`config.mk`:
```
export PLATFORM = sky130hd
export DESIGN_NAME = binary_downcounter
export DESIGN_NICKNAME = d
export VERILOG_FILES = /design/src/rtl/binary_counter_pkg.sv /design/src/rtl/downcounter_cell.sv /design/src/rtl/binary_downcounter.sv
export SDC_FILE = /design/constraint.sdc
export NUM_CORES = 1
export LEC_CHECK = 0
export ABC_CLOCK_PERIOD_IN_PS = 2220
export BUFFER_PORTS_ARGS = -buffer_cell sky130_fd_sc_hd__buf_2
export CAP_MARGIN = 10
export CORE_UTILIZATION = 30
export DETAILED_ROUTE_END_ITERATION = 16
export REMOVE_ABC_BUFFERS = 1
export SYNTH_ARGS = -nofsm -noshare
export SYNTH_HDL_FRONTEND = slang
export SYNTH_SLANG_ARGS = --single-unit
```
`constraint.sdc`:
```
create_clock -name clk -period 2.22 [get_ports clk]
set_input_delay 0.111 -clock clk [delete_from_list [all_inputs] [get_ports clk]]
set_output_delay 0.111 -clock clk [all_outputs]
set_load 0.02 [all_outputs]
```
`src/rtl/binary_counter_pkg.sv`:
```
// Shared definitions for the binary up/down counter family.
package binary_counter_pkg;

  localparam int unsigned BC_MIN_BITS = 1;

  // All-ones pattern for a counter of the given width (up to 64 bits).
  function automatic logic [63:0] bc_all_ones(input int unsigned bits);
    return (64'd1 << bits) - 64'd1;
  endfunction

endpackage

```
`src/rtl/downcounter_cell.sv`:
```
// One bit of the ripple-borrow down-counter: a T flip-flop with load and wrap/reload.
module downcounter_cell (
  input  logic clk,
  input  logic rst,
  input  logic load,
  input  logic load_bit,
  input  logic borrow_in,
  input  logic wrap,
  input  logic reload_bit,
  output logic q,
  output logic borrow_out
);

  always_ff @(posedge clk or negedge rst) begin
    if (!rst) begin
      q <= 1'b0;
    end else if (load) begin
      q <= load_bit;
    end else if (wrap) begin
      q <= reload_bit;
    end else if (borrow_in) begin
      q <= ~q;
    end
  end

  assign borrow_out = ~q & borrow_in;

endmodule

```
`src/rtl/binary_downcounter.sv`:
```
// Loadable ripple-borrow down-counter with underflow and registered terminal count.
// Define BINARY_DOWNCOUNTER_RELOAD_EN to reload from the last loaded value on underflow.
module binary_downcounter
  import binary_counter_pkg::*;
#(
  parameter int unsigned BITS = 8
) (
  input  logic            clk,
  input  logic            rst,
  input  logic            ena,
  input  logic            load,
  input  logic [BITS-1:0] value,
  output logic [BITS-1:0] out,
  output logic            zero,
  output logic            udf,
  output logic            tc
);

  if (BITS < BC_MIN_BITS) begin : g_bad_width
    $error("binary_downcounter: BITS must be at least 1");
  end

  logic [BITS:0]   borrow;
  logic [BITS-1:0] cnt;
  logic [BITS-1:0] reload_val;
  logic            tc_q;

  assign borrow[0] = ena & ~load;

  for (genvar i = 0; i < BITS; i++) begin : g_cell
    downcounter_cell u_cell (
      .clk        (clk),
      .rst        (rst),
      .load       (load),
      .load_bit   (value[i]),
      .borrow_in  (borrow[i]),
      .wrap       (udf),
      .reload_bit (reload_val[i]),
      .q          (cnt[i]),
      .borrow_out (borrow[i+1])
    );
  end

`ifdef BINARY_DOWNCOUNTER_RELOAD_EN
  logic [BITS-1:0] reload_q;

  always_ff @(posedge clk or negedge rst) begin
    if (!rst) begin
      reload_q <= '0;
    end else if (load) begin
      reload_q <= value;
    end
  end

  assign reload_val = reload_q;
`else
  // Wrapping to all-ones is what the toggle chain produces anyway; kept explicit for symmetry.
  localparam logic [BITS-1:0] AllOnes = BITS'(bc_all_ones(BITS));
  assign reload_val = AllOnes;
`endif

  always_ff @(posedge clk or negedge rst) begin
    if (!rst) begin
      tc_q <= 1'b0;
    end else begin
      tc_q <= udf;
    end
  end

  assign udf  = borrow[BITS];
  assign zero = ~|cnt;
  assign out  = cnt;
  assign tc   = tc_q;

endmodule

```
# Yosys cells after proc, flatten, opt, wreduce, memory -nomap -nowiden
# Index checks and enable logic that the tools add are counted.
dict set report totals {
  regBits 9
  in_bits 12
  out_inout_bits 11
  word_cells 61
}
dict set report op_classes {
  muxes 24
  n_bitwise 18
  reduce_logical 10
}
# cell n
set ops {}
lappend ops {{1-bit two-way mux} 24}
lappend ops {{3-bit nonzero test} 8}
lappend ops {{1-bit AND} 9}
lappend ops {{1-bit inverter} 9}
lappend ops {{8-bit OR reduction} 1}
lappend ops {{1-bit zero test} 1}

# Longest topological paths before layout
# Gate-level depths: netlist of the first run.
dict set report logic_depth {
  word_depth 12
  depth_mapped 4
}

# By module
# A second synthesis of the first run with hierarchy kept.
dict set report unflattened {
  hier_cells 54
  hier_area_um2 524.3
}
# mod n_inst cells_per_inst area_each_um2 seq_area_each_um2
set by_module_without_submodules {}
lappend by_module_without_submodules {downcounter_cell 8 6 58.8 25.0}
lappend by_module_without_submodules {binary_downcounter 1 6 53.8 25.0}

# Worst setup path before layout of the first run
# Ideal clock, no wire load.
dict set report synth_path {
  path_type {register to register}
  from {reg g_cell[0].u_cell.q}
  to {reg tc_q, in the netlist tc}
  setup_time_ns 0.205
  t_arrival_ns 1.698
  path_slack_ns 0.317
  stages_incl_launch_ff 4
  n_path_buf 1
  period_less_slack_ns 1.903
  path_cell_list {dfrtp_1 > or3b_1 > buf_6 > nor4_1}
}
dict set report synth_via {
  elab_chain_cells 9
}
# element line_no
set synth_rtl {}
lappend synth_rtl {{start: declaration} downcounter_cell.sv:10} ;# output logic q,
lappend synth_rtl {{start signal: assignment} downcounter_cell.sv:18} ;# q <= load_bit;
lappend synth_rtl {{start signal: assignment} downcounter_cell.sv:20} ;# q <= reload_bit;
lappend synth_rtl {{start signal: assignment} downcounter_cell.sv:22} ;# q <= ~q;
lappend synth_rtl {{1-bit inverter} downcounter_cell.sv:26} ;# assign borrow_out = ~q & borrow_in;
lappend synth_rtl {{1-bit AND (8 in series)} downcounter_cell.sv:26}
lappend synth_rtl {{via udf} binary_downcounter.sv:15} ;# output logic udf,
lappend synth_rtl {{end signal: assignment} binary_downcounter.sv:66} ;# tc_q <= udf;
lappend synth_rtl {{end: declaration} binary_downcounter.sv:26} ;# logic tc_q;
# The timed path passes the listed nets, and every way through them passes these cells.
# A chain may end at the register's enable or synchronous reset.

# Worst setup path after layout of the first run
dict set report layout_path {
  from {reg g_cell[0].u_cell.q}
  to {out udf}
}
dict set report layout_via {
  elab_chain_cells 9
}
# element line_no
set layout_rtl {}
lappend layout_rtl {{1-bit inverter} downcounter_cell.sv:26}
lappend layout_rtl {{1-bit AND (8 in series)} downcounter_cell.sv:26}
lappend layout_rtl {{end: declaration} binary_downcounter.sv:15}
# Every way passes these cells.

==> reports/qor.yml, run 1 <==
syn2layout_area_growth_pct: 17.4
cts_tree: "built"
synth_warnings: 0
maxSlewHeadroom_pct: 77.7
yosysSeqAreaShare_pct: 41.2
final_util_pct: 37.6
synth_edf_count: 0
fp-row-count: 15
synthTopCellsByCount: "dfrtp_1 (9), buf_4 (8), nand2_1 (4), o21ai_0 (4)"
grt_max_degree: 12
post_cts_resized: 0
ios: 23
drtIter0Drc: 4
drive_gt1_share_pct: 36.5
crit_type: "reg2out"
die_h_um: 44.7
die_w_um: 44.7
fin_area_um2: 642
drv_cap: 0
max_freq_mhz: 522
clk_pin_slew_worst_paths_ps: 60
insertion_delay_ps: 250
synth-seq-cells: 9
dieArea_um2: 2000
ff2ff_path_depth: 3
status: "finished clean"
grt_setup_unrepaired: "false"
synth_area_um2: 547
ant_nets: 0
drcViolationCount: 0
track_usage_pct: 12.2
cp-start-kind: "flop"
cp_data_required_time_ps: 2110
avgRoutedWirePerCell_um: 10.9
finalWirelength_um: 1080
clock_path_buffers: 2
coreArea_um2: 1710
via_per_inst: 4.65
worstSetupEndpointType: "output pin"
tightest_slew_ps: 330
path_max_fanout: 10
post_cts_buffers: 0
min_path_type: "in2reg"
fin_tns_setup_ps: 0
yosysTopAreaCellShare_pct: 41.2
cts_buffers: 3
powerDensity_nw_per_um2: 654
synth.area.top_cells: "dfrtp_1 (41%), buf_4 (11%), buf_6 (4.1%)"
synth_ff_type: "dfrtp_1"
io_buffers: 22
dpl.hpwl_um: 809
setup_violations: 0
arrival_ps: 1810
hold_viol: 0
n_fill_cell: 187
syn_inst: 57
synth_cell_type_count: 26
htree_levels: 1
finClkSkew_ps: 1.35
min_period_over_period_pct: 86.4
yosys.area.top_type: "dfrtp_1"
dpl-instance-area_um2: 606
fin_crit_ps: 1920
root_buffer: "clkbuf_4"
drt-pass1-iter-count: 4
grt_pass1_vias: 427
nets: 87
grt-ovfl-total: 0
irDropWorstVdd_v: 0.000221
grt_pass1_wl_um: 1750
routabilityCongestion: 0.700
diodes: 0
synth.avg_cell_area_um2: 9.59
synthArstFlopShare_pct: 100
cts_sinks: 9
synth_most_common_cell: "dfrtp_1"
num_vias: 460
start_util_pct: 32.0
p_leak_uw: 0.000280
maxSlewViolCount: 0
holdPathStages: 3
antenna_found_initial: 0
## what timing repair did
| item | 4_1_cts | 5_1_grt |
|---|---|---|
| setup endpoints to repair | 0 | 0 |
| endpoints found under the hold margin | 9 | 0 |
| hold buffers | 1 | 0 |
## cells in the final DEF, fill, tap and decap left out, drive strengths merged, types with 2 or more instances in the layout
master / netlist / layout
buf: 10 / 22
o21ai: 4 / 4
clkbuf: 0 / 4
o31ai: 2 / 2
nor2: 3 / 3
or3: 2 / 2
or4: 3 / 3
nor4: 2 / 2
nand2: 4 / 4
xnor2: 2 / 2
dfrtp: 9 / 9
a31oi: 3 / 3
## state kept, by name (all words and copies together) (netlist names)
signal,cells
tc,1
g_cell.u_cell.q,8
## per-stage QoR
stage	setup WS [ps]	total power (uW)	hold slack [ps]	cells
after floorplan	230	257	-185	47
after global placement	538	297	-24.2	94
after global routing	183	454	41.1	99
final	303	420	58.8	99
after CTS	285	429	50.8	99
after detailed placement	501	299	-22.2	94
## logic make-up (layout without fill, tap and decap cells)
logic type | count (synthesis) | count (layout) | share of synthesized area (%)
simple gates | 21 | 21 | 22.4
compound gates | 13 | 13 | 16.7
buf+inv | 12 | 29 | 16.5
flops | 9 | 9 | 41.2
xor+xnor | 2 | 2 | 3.20
## layout make-up
type	count	area (um^2)	share of cell area (%)
Clock buffer	4	26.3	4.09
Tap cell	25	31.3	4.87
Sequential cell	9	225	35.1
Multi-Input combinational cell	36	231	36.1
Timing Repair Buffer	23	120	18.7
Inverter	2	7.51	1.17
## worst max-delay path, cell delays in order, from the launching register on
cell and delay, ps:
dfrtp_1 420, or3b_1 530, nor4_1 370, buf_2 230
## worst paths after layout
path | start | end | slack, ps
worst max-delay path | g_cell[0].u_cell.q | udf | 300
worst min-delay path | value[0] | g_cell[0].u_cell.q | 60
worst max register to register | g_cell[0].u_cell.q | g_cell[7].u_cell.q | 490
worst min register to register | g_cell[7].u_cell.q | tc | 540
max in group asynchronous | rst | g_cell[1].u_cell.q | 1800
min in group asynchronous | rst | g_cell[7].u_cell.q | 240
## power breakdown
part | total, uW | switching (uW) | internal [uW]
combinational | 95.0 | 54.7 | 40.3
clock | 124 | 54.8 | 69.1
sequential | 201 | 21.0 | 180
total | 420 | 131 | 289
## per-layer routing
layer  vias to the layer above  GRT usage, %  share of wire (%)
met5                         -             0                  0
met4                         0          7.27               0.84
met3                         2          4.00                6.1
met2                        15          19.1                 46
met1                       207          14.5                 47
li1                        236             -                  -
Power figures use the tool's default switching activity.
==> run 2, diff against run 1 <==
- CORE_AREA: not set -> 2 2 39 41
- CORE_UTILIZATION: 30 -> not set
- DIE_AREA: not set -> 0 0 41 43
- PLACE_DENSITY: not set -> 0.68
- SYNTH_HIERARCHICAL: not set -> 1
==> run 2 against run 1 <==
  * The flow now finishes with violations (setup timing)
  * Setup slack worse by 320 ps
  * Sequential power grew 3%
  * Synthesized area down 4.1%
  * Critical path type unchanged
  * Critical endpoint unchanged
  * Largest cell class unchanged
  * Largest power group unchanged
  * Highest routed layer unchanged
==> reports/qor.yml, run 2 <==
slowest_delay_ps: 400
drtIter0Drc: 5
synthTopCellsByCount: "dfrtp_1 (9), nor2b_1 (9)"
grt_pass1_vias: 563
yosysTopAreaCellShare_pct: 43.0
path_max_fanout: 5
ios: 23
track_usage_pct: 20.0
io_buffers: 22
finClkSkew_ps: 3.09
grt-ovfl-total: 0
avgRoutedWirePerCell_um: 12.9
grt_setup_unrepaired: "true"
synth_edf_count: 0
htree_levels: 1
violations: "setup timing"
maxSlewViolCount: 0
dieArea_um2: 1760
crit_type: "reg2out"
yosys.area.top_type: "dfrtp_1"
clk_pin_slew_worst_paths_ps: 60
synth_ff_type: "dfrtp_1"
final_util_pct: 64.6
synth_cell_type_count: 9
start_util_pct: 37.9
largest_register_ff_count: 8
cts_buffers: 3
routabilityCongestion: 0.761
min_path_type: "in2reg"
syn2layout_area_growth_pct: 70.6
max_freq_mhz: 448
antenna_found_initial: 0
status: "finished with violations"
yosysSeqAreaShare_pct: 43.0
p_sw_share_pct: 33.8
switchingPower_uw: 159
fin_crit_ps: 2230
irDropWorstVdd_v: 0.000292
layout_commonest_cell: "buf_2"
total_power_uw: 470
crit_chain: "nor2b_2, nor2b_4, nor2b_4, nor2b_4, nor2b_4, nor2b_4, nor2b_4, nor2b_4, buf_6, buf_6"
powerDensity_nw_per_um2: 525
worst_slack_ps: -14.1
layout_common_cells: "buf_2 (21), buf_4 (14), dfrtp_1 (9)"
crit_slowest_cell: "dfrtp_1"
setup_violations: 1
synth-seq-cells: 9
dpl.hpwl_um: 1050
cp_data_required_time_ps: 2110
drt-pass1-iter-count: 4
via_per_inst: 4.61
root_buffer: "clkbuf_4"
nets: 116
p_leak_uw: 0.000455
synth_warnings: 6
synth.avg_cell_area_um2: 9.71
grt_max_degree: 17
power_frac_seq_pct: 44.0
path_buf_inv: 2
die_h_um: 43
cts_tree: "built"
min_period_over_period_pct: 101
cts_sinks: 9
syn_inst: 54
p_clk_share_pct: 27.8
fp-row-count: 14
regMostFlops: "g_cell.u_cell/q"
clock_path_buffers: 2
num_vias: 548
hold_viol: 0
drive_gt1_share_pct: 46.6
die_w_um: 41
coreArea_um2: 1380
synthArstFlopShare_pct: 100
ant_nets: 0
diodes: 0
fin_tns_setup_ps: -14.1
drcViolationCount: 0
crit_family: "simple AND/OR/NAND/NOR gates"
critPathMostFrequentCell: "nor2b_4"
comb_power_share_pct: 28.2
drv_cap: 0
synth.area.top_cells: "dfrtp_1 (43%), mux2i_1 (15%), xor2_1 (13%)"
synth_area_um2: 524
grt_pass1_wl_um: 2270
cp-start-kind: "flop"
insertion_delay_ps: 260
intPower_uw: 311
finalWirelength_um: 1530
worstSetupEndpointType: "output pin"
arrival_ps: 2120
run 2: logic make-up (layout without fill, tap and decap cells):
logic type	Yosys count	after routing	share of synthesized area [%]
buffers and inverters	0	42	0
xor gates and xnor gates	8	8	13.4
muxes	8	8	15.3
and+or+nand+nor	20	20	20.0
other	1	8	0.715
DFF	9	9	43.0
AOI/OAI and AO/OA	8	8	7.64
run 2: layout make-up:
class                   instances  area [um^2]
flip-flops and latches          9          225
well taps                      16         20.0
repair buffers                 38          243
clock buffers                   4         26.3
multi-input cells              52          380
fillers                       116          489
run 2: worst paths after layout:
path	cells after the start	endpoint	slack (ps)	startpoint
max in group asynchronous	2	g_cell[1].u_cell/q	1810	rst
max reg2reg	11	g_cell[3].u_cell/q	140	g_cell[0].u_cell/q
min	3	g_cell[5].u_cell/q	50	value[5]
max	10	udf	-10	g_cell[0].u_cell/q
min in group asynchronous	2	tc	230	rst
min reg2reg	3	g_cell[5].u_cell/q	750	g_cell[5].u_cell/q
run 2: tightest hold or removal path: stages:
cell and delay [ps]:
buf_2 70, nand2_1 30, o21ai_1 60
run 2: power by group through the flow:
stage,Sequential [uW],Combinational [uW],Clock (uW)
floorplan,220,43.6,0
global placement,201,115,0
detailed placement,202,120,0
CTS,206,129,132
global route,210,146,144
finish,207,133,131
run 2: per-stage QoR:
| step | area (um^2) | std cells | setup WS, ps | hold slack, ps |
|---|---|---|---|---|
| 3_3_place_gp | 771 | 111 | 11.1 | -26.2 |
| 3_5_place_dp | 771 | 111 | -92.6 | -23.5 |
| 2_1_floorplan | 551 | 61 | -809 | -185 |
| 5_1_grt | 895 | 119 | -168 | 49.8 |
| 6_report | 895 | 119 | -14.1 | 48.0 |
| 4_1_cts | 880 | 117 | 4.79 | 43.8 |
run 2: what timing repair did:
action | in CTS | in global routing
hold buffers | 1 | 0
endpoints found under the setup margin | 9 | 3
hold endpoints to repair | 9 | 0
pin swaps | 0 | 1
gates resized for setup | 18 | 0
gates cloned | 0 | 0
buffers inserted | 1 | 3
run 2: metal layers:
metal | share of wire (%) | GRT usage, % | vias to the layer above
met2 | 57 | 35.6 | 17
met3 | 4.7 | 5.76 | 2
met5 | 0 | 0 | -
li1 | - | - | 273
met1 | 36 | 19.5 | 256
met4 | 1.6 | 9.33 | 0
